$ cat config.mk
export PLATFORM = sky130hd
export DESIGN_NAME = dvbs2_column_byte_packer
export DESIGN_NICKNAME = d
export VERILOG_FILES = /design/src/rtl/dvbs2_pkg.sv /design/src/rtl/column_bit_gather.sv /design/src/rtl/dvbs2_column_byte_packer.sv
export SDC_FILE = /design/constraint.sdc
export NUM_CORES = 1
export LEC_CHECK = 0
export ABC_AREA = 1
export BUFFER_PORTS_ARGS = -buffer_cell sky130_fd_sc_hd__buf_2
export CELL_PAD_IN_SITES_DETAIL_PLACEMENT = 0
export CELL_PAD_IN_SITES_GLOBAL_PLACEMENT = 1
export CORE_ASPECT_RATIO = 1.2
export CORE_MARGIN = 2
export CORE_UTILIZATION = 42
export CTS_CLUSTER_DIAMETER = 60
export CTS_CLUSTER_SIZE = 24
export DETAILED_ROUTE_END_ITERATION = 7
export GPL_TIMING_DRIVEN = 1
export MAX_ROUTING_LAYER = met4
export PLACE_DENSITY = 0.91
export SYNTH_ARGS = -nofsm -noshare
export SYNTH_HDL_FRONTEND = slang
export SYNTH_HIERARCHICAL = 1
export SYNTH_SLANG_ARGS = --single-unit
$ cat constraint.sdc
create_clock -name sys_clk -period 15.6 [get_ports sys_clk]
set_input_delay 0.78 -clock sys_clk [delete_from_list [all_inputs] [get_ports sys_clk]]
set_output_delay 0.78 -clock sys_clk [all_outputs]
set_load 0.02 [all_outputs]
$ cat src/rtl/dvbs2_pkg.sv
// Shared types and constants for the DVB-S2 column byte packer: FSM states,
// per-modulation column counts and the accumulator width formula.
package dvbs2_pkg;

    typedef enum logic [1:0] {
        ST_IDLE,
        ST_EXTRACT,
        ST_DRAIN
    } state_t;

    // Bits per symbol, i.e. interleaver columns read per bit index.
    localparam int COLS_QPSK   = 2;
    localparam int COLS_8PSK   = 3;
    localparam int COLS_16APSK = 4;
    localparam int COLS_32APSK = 5;

    // One full byte plus the widest symbol, so a push never has to wait for
    // more than one pop.
    function automatic int acc_width(input int out_w, input int num_col);
        return out_w + num_col;
    endfunction

endpackage

$ cat src/rtl/column_bit_gather.sv
// Picks bit idx from each active column word and left-aligns them into one
// symbol, column 0 in the MSB; inactive column positions read as zero.
module column_bit_gather #(
    parameter int NUM_COL = 8,
    parameter int ROW_W   = 45
) (
    input  logic [NUM_COL*ROW_W-1:0]      row,
    input  logic [$clog2(ROW_W)-1:0]      idx,
    input  logic [$clog2(NUM_COL+1)-1:0]  cols,
    output logic [NUM_COL-1:0]            sym
);

    localparam int CW = $clog2(NUM_COL + 1);

    for (genvar c = 0; c < NUM_COL; c++) begin : g_col
        logic [ROW_W-1:0] word;
        assign word             = row[(NUM_COL-c)*ROW_W-1 -: ROW_W];
        assign sym[NUM_COL-1-c] = (cols > CW'(c)) && word[idx];
    end

endmodule

$ cat src/rtl/dvbs2_column_byte_packer.sv
// Reads an interleaver row out bit-index by bit-index, cfg_cols bits at a time,
// and packs the stream into rotated OUT_W-bit bytes with residue carried across rows.
module dvbs2_column_byte_packer
    import dvbs2_pkg::*;
#(
    parameter int NUM_COL = 8,
    parameter int ROW_W   = 45,
    parameter int OUT_W   = 8
) (
    input  logic                          sys_clk,
    input  logic                          rst_n,
    input  logic                          fs_en,
    input  logic [$clog2(NUM_COL+1)-1:0]  cfg_cols,
    input  logic [$clog2(OUT_W)-1:0]      cfg_rot,
    input  logic                          row_vld,
    output logic                          row_rdy,
    input  logic [NUM_COL*ROW_W-1:0]      row_data,
    input  logic                          row_last,
    output logic                          byte_vld,
    input  logic                          byte_rdy,
    output logic [OUT_W-1:0]              byte_out,
    output logic                          byte_last,
    output logic                          err_cfg
);

    localparam int CW    = $clog2(NUM_COL + 1);
    localparam int RW    = $clog2(OUT_W);
    localparam int IW    = $clog2(ROW_W);
    localparam int ACC_W = acc_width(OUT_W, NUM_COL);
    localparam int CNT_W = $clog2(ACC_W + 1);
    localparam logic [CNT_W-1:0] OUT_CNT = CNT_W'(OUT_W);

    state_t                   state_q, state_d;
    logic [NUM_COL*ROW_W-1:0] row_q;
    logic [CW-1:0]            cols_q;
    logic [RW-1:0]            rot_q;
    logic                     last_q;
    logic [IW-1:0]            idx_q;
    logic [ACC_W-1:0]         acc_q, acc_after, acc_push;
    logic [CNT_W-1:0]         cnt_q, cnt_after, cnt_push;
    logic [NUM_COL-1:0]       sym;
    logic [2*OUT_W-1:0]       rot_dbl;
    logic [OUT_W-1:0]         rotated;
    logic accept, cfg_ok, slot_free, full_pop, pad_pop, pop, pop_last, push;

    column_bit_gather #(.NUM_COL(NUM_COL), .ROW_W(ROW_W)) u_gather (
        .row  (row_q),
        .idx  (idx_q),
        .cols (cols_q),
        .sym  (sym)
    );

    assign row_rdy = (state_q == ST_IDLE);
    assign accept  = fs_en && row_vld && row_rdy;
    assign cfg_ok  = (cfg_cols != '0) && (cfg_cols <= CW'(NUM_COL));

    // Accumulator is MSB-aligned with zeros below cnt_q, so the top byte is
    // already LSB-padded when the drain emits a short tail.
    assign rot_dbl = {acc_q[ACC_W-1 -: OUT_W], acc_q[ACC_W-1 -: OUT_W]} << rot_q;
    assign rotated = rot_dbl[2*OUT_W-1 -: OUT_W];

    always_comb begin
        // NOTE: every variable gets a value before any branch so no latch is inferred.
        slot_free = !byte_vld || byte_rdy;
        full_pop  = (cnt_q >= OUT_CNT) && slot_free;
        pad_pop   = (state_q == ST_DRAIN) && (cnt_q != '0) && (cnt_q < OUT_CNT) && slot_free;
        pop       = full_pop || pad_pop;
        pop_last  = pop && (state_q == ST_DRAIN) && (cnt_q <= OUT_CNT);
        cnt_after = cnt_q;
        acc_after = acc_q;
        if (pop) begin
            cnt_after = full_pop ? cnt_q - OUT_CNT : '0;
            acc_after = acc_q << OUT_W;
        end
        push     = (state_q == ST_EXTRACT) &&
                   (({1'b0, cnt_after} + (CNT_W+1)'(cols_q)) <= (CNT_W+1)'(ACC_W));
        acc_push = acc_after | ({sym, {OUT_W{1'b0}}} >> cnt_after);
        cnt_push = cnt_after + CNT_W'(cols_q);
    end

    always_comb begin
        state_d = state_q;
        unique case (state_q)
            ST_IDLE:    if (accept && cfg_ok) state_d = ST_EXTRACT;
            ST_EXTRACT: if (push && idx_q == '0) state_d = last_q ? ST_DRAIN : ST_IDLE;
            ST_DRAIN:   if (cnt_q == '0 || pop_last) state_d = ST_IDLE;
            default:    state_d = ST_IDLE;
        endcase
    end

    always_ff @(posedge sys_clk or negedge rst_n) begin
        // NOTE: non-blocking assignments so every register samples pre-edge values.
        if (!rst_n) state_q <= ST_IDLE;
        else if (fs_en) state_q <= state_d;
    end

    // NOTE: the row word is wide pure datapath and only read after a legal
    // accept has loaded it, so it carries no reset.
    always_ff @(posedge sys_clk) begin
        if (accept && cfg_ok) row_q <= row_data;
    end

    always_ff @(posedge sys_clk or negedge rst_n) begin
        if (!rst_n) begin
            cols_q    <= '0;
            rot_q     <= '0;
            last_q    <= 1'b0;
            idx_q     <= IW'(ROW_W - 1);
            acc_q     <= '0;
            cnt_q     <= '0;
            byte_vld  <= 1'b0;
            byte_out  <= '0;
            byte_last <= 1'b0;
            err_cfg   <= 1'b0;
        end else if (fs_en) begin
            err_cfg <= accept && !cfg_ok;
            if (accept && cfg_ok) begin
                cols_q <= cfg_cols;
                rot_q  <= cfg_rot;
                last_q <= row_last;
                idx_q  <= IW'(ROW_W - 1);
            end

            if (pop) begin
                byte_out  <= rotated;
                byte_vld  <= 1'b1;
                byte_last <= pop_last;
            end else if (byte_vld && byte_rdy) begin
                byte_vld  <= 1'b0;
                byte_last <= 1'b0;
            end

            if (push) begin
                acc_q <= acc_push;
                cnt_q <= cnt_push;
                idx_q <= (idx_q == '0) ? IW'(ROW_W - 1) : idx_q - IW'(1);
            end else begin
                acc_q <= acc_after;
                cnt_q <= cnt_after;
            end
        end
    end

endmodule

* Word level (Yosys, flattened, before mapping)
Index checks and enable logic that the tools add are counted.
** Storage, ports and cells
- Bits in registers :: 408
- Input bits :: 373
- Output and inout port bits :: 12
- Word-level logic and storage cells :: 109
** Cells by class
- Add/sub/neg operators :: 4
- Magnitude comparators :: 14
- Equality and inequality tests :: 5
- Shift operators :: 2
- Muxes and demuxes :: 32
- Bitwise logic cells :: 1
- Reduce and logical (&&, ||, !) cells :: 39
** Operators with widths (number)
- binary-select mux 1 bit (select 6 bit) :: 8
- two-way mux 16 bit :: 2
- logical AND 1 bit :: 22
- two-way mux 6 bit :: 3
- > comparator 4 x 3 -> 1 bit, second input constant :: 4
- OR 16 bit :: 1
- << shifter 16 x 3 -> 16 bit :: 1
- >> shifter 16 x 5 -> 16 bit :: 1
- two-way mux 5 bit :: 3
- two-way mux 1 bit :: 11
- > comparator 4 x 1 -> 1 bit, second input constant :: 2
- > comparator 4 x 2 -> 1 bit, second input constant :: 2
- two-way mux 2 bit :: 4
- AND reduction 2 bit :: 4
- less-than comparator 6 x 7 -> 1 bit, second input constant :: 1
- adder 5 x 4 -> 6 bit :: 1
- <= comparator 6 x 5 -> 1 bit, second input constant :: 1
- zero test 6 bit :: 1
- != test 2 x 1 -> 1 bit, second input constant :: 3
- one-hot mux 2 bit (3 select lines) :: 1
- subtractor 6 x 1 -> 6 bit, second input constant :: 1
- adder 5 x 4 -> 5 bit :: 1
- greater-or-equal comparator 5 x 4 -> 1 bit, second input constant :: 1
- <= comparator 5 x 4 -> 1 bit, second input constant :: 1
- other kinds (13) :: 17

* Depth between registers and ports, before layout
Gate-level depths: netlist of run 1.
- Depth after elaboration :: 12
- Mapped depth :: 24
- Gate-level depth less buffers :: 22

* By module
Netlist of run 1, hierarchy kept.
** Modules (own cells, without submodules)
- dvbs2_column_byte_packer :: times used 1, cells an instance 834, area each 14114.8 um^2, sequential area each 12015.3 um^2
- column_bit_gather :: times used 1, cells an instance 965, area each 4411.7 um^2, sequential area each 0.0 um^2

* Least setup slack after synthesis of run 1
OpenSTA, ideal clock, no wires.
- Kind :: input to register
- From :: in fs_en
- To :: reg cols_q[1]
- Arrival :: 11.453 ns
- Required time :: 15.008 ns
- Slack :: 3.555 ns
- Cell stages on the path :: 5
- Path buffers :: 2
- Path through :: buf_2 > nand3_1 > nor2_1 > clkbuf_1 > o21ai_0
** Between the ends
- Cells in the longest elaborated chain, start to end :: 4
** Ends and longest elaborated chain
- from (decl) :: line dvbs2_column_byte_packer.sv:12 : input logic fs_en,
- logical AND 1 bit (2 in a row) :: line dvbs2_column_byte_packer.sv:54 : assign accept = fs_en && row_vld && row_rdy;
- logical AND 1 bit :: line dvbs2_column_byte_packer.sv:117 : if (accept && cfg_ok) begin
- AND reduction 2 bit (no source line) (*)
- to (signal assigned) :: line dvbs2_column_byte_packer.sv:118 : cols_q <= cfg_cols;
- to (decl) :: line dvbs2_column_byte_packer.sv:35 : logic [CW-1:0] cols_q;
Mark *: on every way between the ends. The rest lies on a longest branch, timed or not.
A chain may end at the register's enable or synchronous reset.

* Final worst setup path of run 1
- From :: reg idx_q[0]
- To :: reg acc_q[12]
** Between the ends
- Cells in the longest elaborated chain, start to end :: 6
** Ends and longest elaborated chain
- from (decl) :: line dvbs2_column_byte_packer.sv:38 : logic [IW-1:0] idx_q;
- from (signal assigned) :: line dvbs2_column_byte_packer.sv:108 : idx_q <= IW'(ROW_W - 1);
- from (signal assigned) :: line dvbs2_column_byte_packer.sv:121 : idx_q <= IW'(ROW_W - 1);
- from (signal assigned) :: line dvbs2_column_byte_packer.sv:136 : idx_q <= (idx_q == '0) ? IW'(ROW_W - 1) : idx_q - IW'(1);
- binary-select mux 1 bit (select 6 bit) :: line column_bit_gather.sv:18 : assign sym[NUM_COL-1-c] = (cols > CW'(c)) && word[idx];
- two-way mux 1 bit (not written as such) :: line column_bit_gather.sv:18
- logical AND 1 bit :: line column_bit_gather.sv:18
- net sym[5] :: line dvbs2_column_byte_packer.sv:41 : logic [NUM_COL-1:0] sym;
- >> shifter 16 x 5 -> 16 bit :: line dvbs2_column_byte_packer.sv:77 : acc_push = acc_after | ({sym, {OUT_W{1'b0}}} >> cnt_after);
- OR 16 bit :: line dvbs2_column_byte_packer.sv:77
- two-way mux 16 bit :: line dvbs2_column_byte_packer.sv:133 : if (push) begin
- to (signal assigned) :: line dvbs2_column_byte_packer.sv:134 : acc_q <= acc_push;
- to (signal assigned) :: line dvbs2_column_byte_packer.sv:138 : acc_q <= acc_after;
- to (decl) :: line dvbs2_column_byte_packer.sv:39 : logic [ACC_W-1:0] acc_q, acc_after, acc_push;
The timed path passes the listed nets, and every way through them passes these cells. The select of a mux whose other input is x is not followed.

==> results of run 1 <==
-- worst max-delay path: cells and delay by family (launching register included) --
family	cells	cell delay, ns
simple gates	8	0.89
compound gates	4	0.87
buf+inv	2	1.29
flops	1	0.80
-- path summary, 6_finish.rpt --
check,from,cells after the start,endpoint
min,rst_n,2,idx_q[1]
max,idx_q[0],14,acc_q[12]
min in group sys_clk,row_data[161],1,row_q[161]
max reg2reg,idx_q[0],14,acc_q[12]
min reg2reg,err_cfg,2,err_cfg
max in group asynchronous,rst_n,2,idx_q[0]
-- metrics by stage --
stage | power [mW] | worst slack (ns)
2_1_floorplan | 2.37 | 3.55
3_3_place_gp | 2.70 | 11.49
3_5_place_dp | 2.71 | 11.38
4_1_cts | 3.65 | 11.55
5_1_grt | 3.85 | 11.26
6_report | 3.63 | 11.55
-- cell families after synthesis --
family,after synthesis,synth area share (%)
buffers and inverters,296,7.26
DFF,408,64.9
adders and majority gates,9,0.648
and+or+nand+nor,901,21.7
AOI/OAI and AO/OA,180,5.32
xor gates and xnor gates,5,0.236
-- cells in the final DEF, fill, tap and decap left out, drive strengths merged --
cell and instances:
a21oi 38, a31oi 1, a32oi 1, buf 398, bufinv 2, clkbuf 37, clkinv 12, clkinvlp 2
dfrtp 45, dfstp 3, diode 17, edfxtp 360, fa 1, ha 8, inv 212, nand2 437
nand3 301, nand3b 1, nand4 3, nor2 105, nor3 3, o211ai 24, o21ai 113, o22ai 3
or2 51, xnor2 2, xor2 3
-- layer usage --
| layer | vias to the layer above | global-route usage, % |
|---|---|---|
| met5 | - | - |
| met4 | 0 | 10.8 |
| met3 | 111 | 3.77 |
| met2 | 535 | 37.5 |
| met1 | 6569 | 29.2 |
| li1 | 6761 | - |
-- layout make-up --
cell class / count / area (µm²) / share of cell area (%)
clock inverter: 25 / 325 / 1.48
multi-input combinational: 1095 / 5170 / 23.6
inverter: 203 / 767 / 3.50
sequential: 408 / 12000 / 54.8
timing repair buffer: 398 / 2030 / 9.24
tap: 559 / 699 / 3.19
clock buffer: 37 / 883 / 4.03
antenna: 17 / 42.5 / 0.194
-- state kept, by name, indices dropped and copies added, names as in the netlist --
signal     count
row_q        360
byte_vld       1
rot_q          3
acc_q         16
state_q        2
err_cfg        1
cnt_q          5
byte_out       8
idx_q          6
byte_last      1
cols_q         4
last_q         1
-- power by group --
group	switching [mW]	internal (mW)	total [mW]
sequential	0.110	1.32	1.43
combinational	0.875	0.394	1.27
clock	0.453	0.474	0.927
total	1.44	2.19	3.63
==> impl_results.md, run 1 <==
* Setup slack, reg-to-reg at 11.55 ns
* Placed cell area at 0.0207 mm²
* Tightest Pin Transition at 1.11 ns
* Global-route wire length before repair at 77800 µm
* Syn Nets at 2181
* Number of flops mapped to enable cells by yosys at 360
* Hold-fix buffers, CTS at 0
* Hold WS at 0.351 ns
* Synth top cells by count: 426 x nand2_1, 360 x edfxtp_1, 296 x nand3_1, 192 x inv_1, 98 x nor2_1
* Boundary pin count at 385
* Num rows at 84
* Crit path arrival time at 4.51 ns
* PortBufs at 384
* Clock latency on the worst-skew pair at 0.57 ns
* Critical Path RT at 16.05 ns
* Clk sink count at 408
* Cell taking the most area after synthesis: edfxtp_1
* DR iter-0 viols at 909
* Met3 WL at 3300 µm
* Final setup violation count at 0
* #FFs+latches synth at 408
* Total global-route track usage at 23.3%
* Share of the synthesized area in the top cell type at 58.4%
* DP Cell Count at 2663
* Crit path top cell by count: nand2_1
* Detail Route Antenna Nets at 0
* Max-cap violations at 0
* Power per Cell Area at 165 mW/mm²
* CP max stage cell: dfrtp_4
* DR vias/cell at 5.10
* Clk_skew at 0.0443 ns
* Share of synthesized registers carrying an async set or reset at 11.8%
* Share of layout cells above drive strength 1 at 25.3%
* Pin count of the biggest net entering global routing at 98
* Post-CTS resize count at 0
* Area growth, synth to finish at 18.4%
* TritonCTS clock tree: built
* WL met1 at 21700 µm
* Period utilization at 26.0%
* Vias at 14.0k
* DR pass1 iterations at 6
* # H-tree levels at 2
* Die Ht at 234 µm
* Gpl congestion at 0.878
* Die width at 196 µm
* Critical path fanouts, max at 79
* Finished Layout Cells at 2742
* DR top layer: met4
* Drt wl/cell at 19.0 µm
* Num CTS Buffers at 35
* Clk slew on worst S/H paths at 0.07 ns
* Gate Count Post-Synth at 1799
* Post-DP HPWL at 36900 µm
* Remaining DRCs at 0
* Ranking of synthesized cells by area: edfxtp_1 58%, nand2_1 8.6%, nand3_1 8.0%
* Unrepaired setup endpoints after global routing: false
* Synth Cell Area at 0.0185 mm²
* Clock root buffer: clkbuf_16
* Leakage at 9.38 nW
* HP Class: in -> async
* CP Class: reg -> reg
* Initial antenna violation count at 17
* Fmax at 0.247 GHz
* Met2 WL at 24700 µm
* Post-layout net count at 2523
* Post-CTS Setup Inserts at 0
* Clock Tree Buf Depth at 3
* Top-count cell post-synth: nand2_1
* Design area at 0.0219 mm²
* Routed WL at 52000 µm
* CP Launch Type: register
* Grt ovf at 0
* Part of the Yosys area used for sequential elements at 64.9%
* Setup TNS at 0 ns
* Max incr delay on CP at 0.80 ns
* Post-synth top flop: edfxtp_1
* Starting Density at 42.4%
* Total die area at 0.0458 mm²
* Crit. End Element: register
* Hold Vio Cnt, Final at 0
* Core Box Area at 0.0437 mm²
* Vias in the first global route at 13.5k
* Fillers at 3957
* Maximum vdd drop at 0.102 mV
* Yosys warnings at 6
* Max-slew violations at 0
* Post-synth cell types at 39
* Status: finished clean
* Slew margin rel. at 26.3%
* Critical Path, Cell by Cell: inv_4, buf_4, nor2_1, o21ai_0, o21ai_1, nand2_1, nand2_1, a21oi_1, nand3_1, nand3_1, nand2_1, nor2_1, nand2_1, a21oi_1
* Tmin final at 4.06 ns
* Syn Area/Cell at 10.3 µm²
* Fin util at 50.2%
(Power assumes the default switching activity.)
==> run 2: changes to the inputs <==
==> constraint.sdc (replaced) <==
create_clock -name sys_clk -period 4.2 [get_ports sys_clk]
set_input_delay 0.21 -clock sys_clk [delete_from_list [all_inputs] [get_ports sys_clk]]
set_output_delay 0.21 -clock sys_clk [all_outputs]
set_load 0.02 [all_outputs]
==> run 2 against run 1 <==
Effect of this change: worst hold slack lost 0.26 ns; first-iteration DRC count increased by 47%; cell count increased by 13%; setup slack worse by 11 ns; flip-flop and latch count stayed put; highest routed layer unchanged.
==> impl_results.md, run 2 (same netlist as run 1, synthesis figures left out) <==
* Routed WL at 61900 µm (was 52000 µm)
* CP Launch Type: register (unchanged)
* Boundary pin count at 385 (unchanged)
* Clk sink count at 408 (unchanged)
* Flop pwr share at 38.0% (was 39.5%)
* Clk slew on worst S/H paths at 0.07 ns (about the same)
* DR iter-0 viols at 1339 (was 909)
* Top flop regs: row_q (360), acc_q (16), byte_out (8) (unchanged)
* Hold Vio Cnt, Final at 0 (unchanged)
* Post-layout net count at 2890 (was 2523)
* Post-DP HPWL at 35900 µm (was 36900 µm)
* Total global-route track usage at 27.5% (was 23.3%)
* Post-CTS Setup Inserts at 0 (unchanged)
* Sw Share at 39.4% (was 39.6%)
* Num CTS Buffers at 34 (was 35)
* Fmax at 0.267 GHz (was 0.247 GHz)
* Clock Tree Buf Depth at 3 (unchanged)
* Initial antenna violation count at 17 (unchanged)
* Unrepaired setup endpoints after global routing: false (unchanged)
* DP Cell Count at 2661 (was 2663)
* Status: finished clean (unchanged)
* Clk pwr share at 24.8% (was 25.6%)
* Detail Route Antenna Nets at 0 (unchanged)
* Internal at 8.42 mW (was 2.19 mW)
* Clk_skew at 0.0424 ns (was 0.0443 ns)
* Reg with most FFs: row_q (unchanged)
* Tightest Pin Transition at 1.29 ns (was 1.11 ns)
* Fin util at 58.8% (was 50.2%)
* Most frequent cells in the layout: 426 x nand2_1, 384 x buf_2, 370 x dlygate4sd3_1, 360 x edfxtp_1, 296 x nand3_1 (was 426 x nand2_1, 384 x buf_2, 360 x edfxtp_1, 296 x nand3_1, 191 x inv_1)
* Clock root buffer: clkbuf_16 (unchanged)
* Max-cap violations at 0 (unchanged)
* CP Class: reg -> reg (unchanged)
* Crit path arrival time at 4.23 ns (was 4.51 ns)
* TritonCTS clock tree: built (unchanged)
* Finished Layout Cells at 3111 (was 2742)
* HP Class: in -> reg (was in -> async)
* Leakage at 10.9 nW (was 9.38 nW)
* Area growth, synth to finish at 38.7% (was 18.4%)
* Number of flip-flops in the largest register at 360 (unchanged)
* Setup TNS at 0 ns (unchanged)
* Tmin final at 3.75 ns (was 4.06 ns)
* Slew margin rel. at 14.2% (was 26.3%)
* Global-route wire length before repair at 92300 µm (was 77800 µm)
* Die Ht at 234 µm (unchanged)
* Gpl congestion at 0.892 (was 0.878)
* Starting Density at 42.4% (unchanged)
* Critical path fanouts, max at 12 (was 79)
* DR pass1 iterations at 5 (was 6)
* Final WS setup at 0.450 ns (was 11.55 ns)
* Num rows at 84 (unchanged)
* Total die area at 0.0458 mm² (unchanged)
* Remaining DRCs at 0 (unchanged)
* Most common cell after layout, fill and taps aside: nand2_1 (unchanged)
* Share of layout cells above drive strength 1 at 21.5% (was 25.3%)
* Pre-CTS setup slack at 0.454 ns (was 11.38 ns)
* Power per Cell Area at 541 mW/mm² (was 165 mW/mm²)
* Critical Path RT at 4.68 ns (was 16.05 ns)
* Grt ovf at 0 (unchanged)
* Gate power share at 37.3% (was 35.0%)
* Net Switching at 5.48 mW (was 1.44 mW)
* Pin count of the biggest net entering global routing at 235 (was 98)
* Clock latency on the worst-skew pair at 0.57 ns (about the same)
* Period utilization at 89.3% (was 26.0%)
* Maximum vdd drop at 0.502 mV (was 0.102 mV)
* DR vias/cell at 5.22 (was 5.10)
* Drt wl/cell at 19.9 µm (was 19.0 µm)
* Crit. End Element: register (unchanged)
* Final setup violation count at 0 (unchanged)
* Core Box Area at 0.0437 mm² (unchanged)
* Setup slack, reg-to-reg at 0.45 ns (was 11.55 ns)
* Die width at 196 µm (unchanged)
* Max-slew violations at 0 (unchanged)
* # H-tree levels at 2 (unchanged)
* Vias at 16.2k (was 14.0k)
* PortBufs at 384 (unchanged)
* Vias in the first global route at 16.5k (was 13.5k)
==> run 2: critical path: stages, from the launching register on <==
cell and delay, ns:
dfrtp_1 0.49, nor2_2 0.22, nand3_2 0.12, nand2_2 0.10, or2_1 0.39, nand2_2 0.24
inv_1 0.13, ha_1 0.17, inv_1 0.06, fa_1 0.44, xnor2_1 0.16, nor2_1 0.11
nand3_1 0.11, nand3_2 0.10, nand2_2 0.20, inv_4 0.17, nand2_4 0.07, nand2_2 0.21
nand3_1 0.11, o21ai_1 0.09
==> run 2: final timing paths <==
| kind | startpoint | to | cells after the start |
|---|---|---|---|
| worst max-delay path | cnt_q[0] | idx_q[4] | 19 |
| worst min-delay path | byte_rdy | byte_vld | 6 |
| worst max register to register | cnt_q[0] | idx_q[4] | 19 |
| worst min register to register | byte_out[2] | byte_out[2] | 2 |
| max in group asynchronous | rst_n | idx_q[0] | 3 |
| min in group asynchronous | rst_n | last_q | 3 |
==> run 2: per-stage QoR <==
stage	hold WS [ns]	instance area [µm²]	total power, mW
global route	0.126	25700	14.7
finish	0.0903	25700	13.9
detailed placement	0.369	20700	10.1
floorplan	-0.0856	18500	8.71
CTS	0.0570	25600	13.9
global placement	0.360	20700	10.1
==> run 2: repair_timing <==
item,4_1_cts,5_1_grt
hold buffers,370,0
hold endpoints to repair,414,0
resized for setup,0,0
setup endpoints to repair,0,0
==> run 2: area by class of cell <==
type	instances	area, µm²
diodes	19	47.5
clock buffers	39	933
clock inverters	22	270
fillers	3385	18000
inverters	203	767
multi-input cells	1095	5170
flip-flops and latches	408	12000
well taps	559	699
repair buffers	766	5780
==> run 2: power groups by stage <==
stage	registers [mW]	clock network, mW	logic [mW]
final	5.28	3.44	5.18
after global routing	5.34	3.65	5.74
after global placement	5.33	0	4.73
after detailed placement	5.35	0	4.79
after floorplan	5.25	0	3.46
after CTS	5.26	3.50	5.09
==> run 2: per-layer routing <==
layer | routed length [µm] | track usage [%] | up-vias
li1 | - | - | 7486
met1 | 23600 | 32.0 | 7658
met2 | 30600 | 46.5 | 879
met3 | 4290 | 4.37 | 221
met4 | 3370 | 14.4 | 0
met5 | 0 | - | -
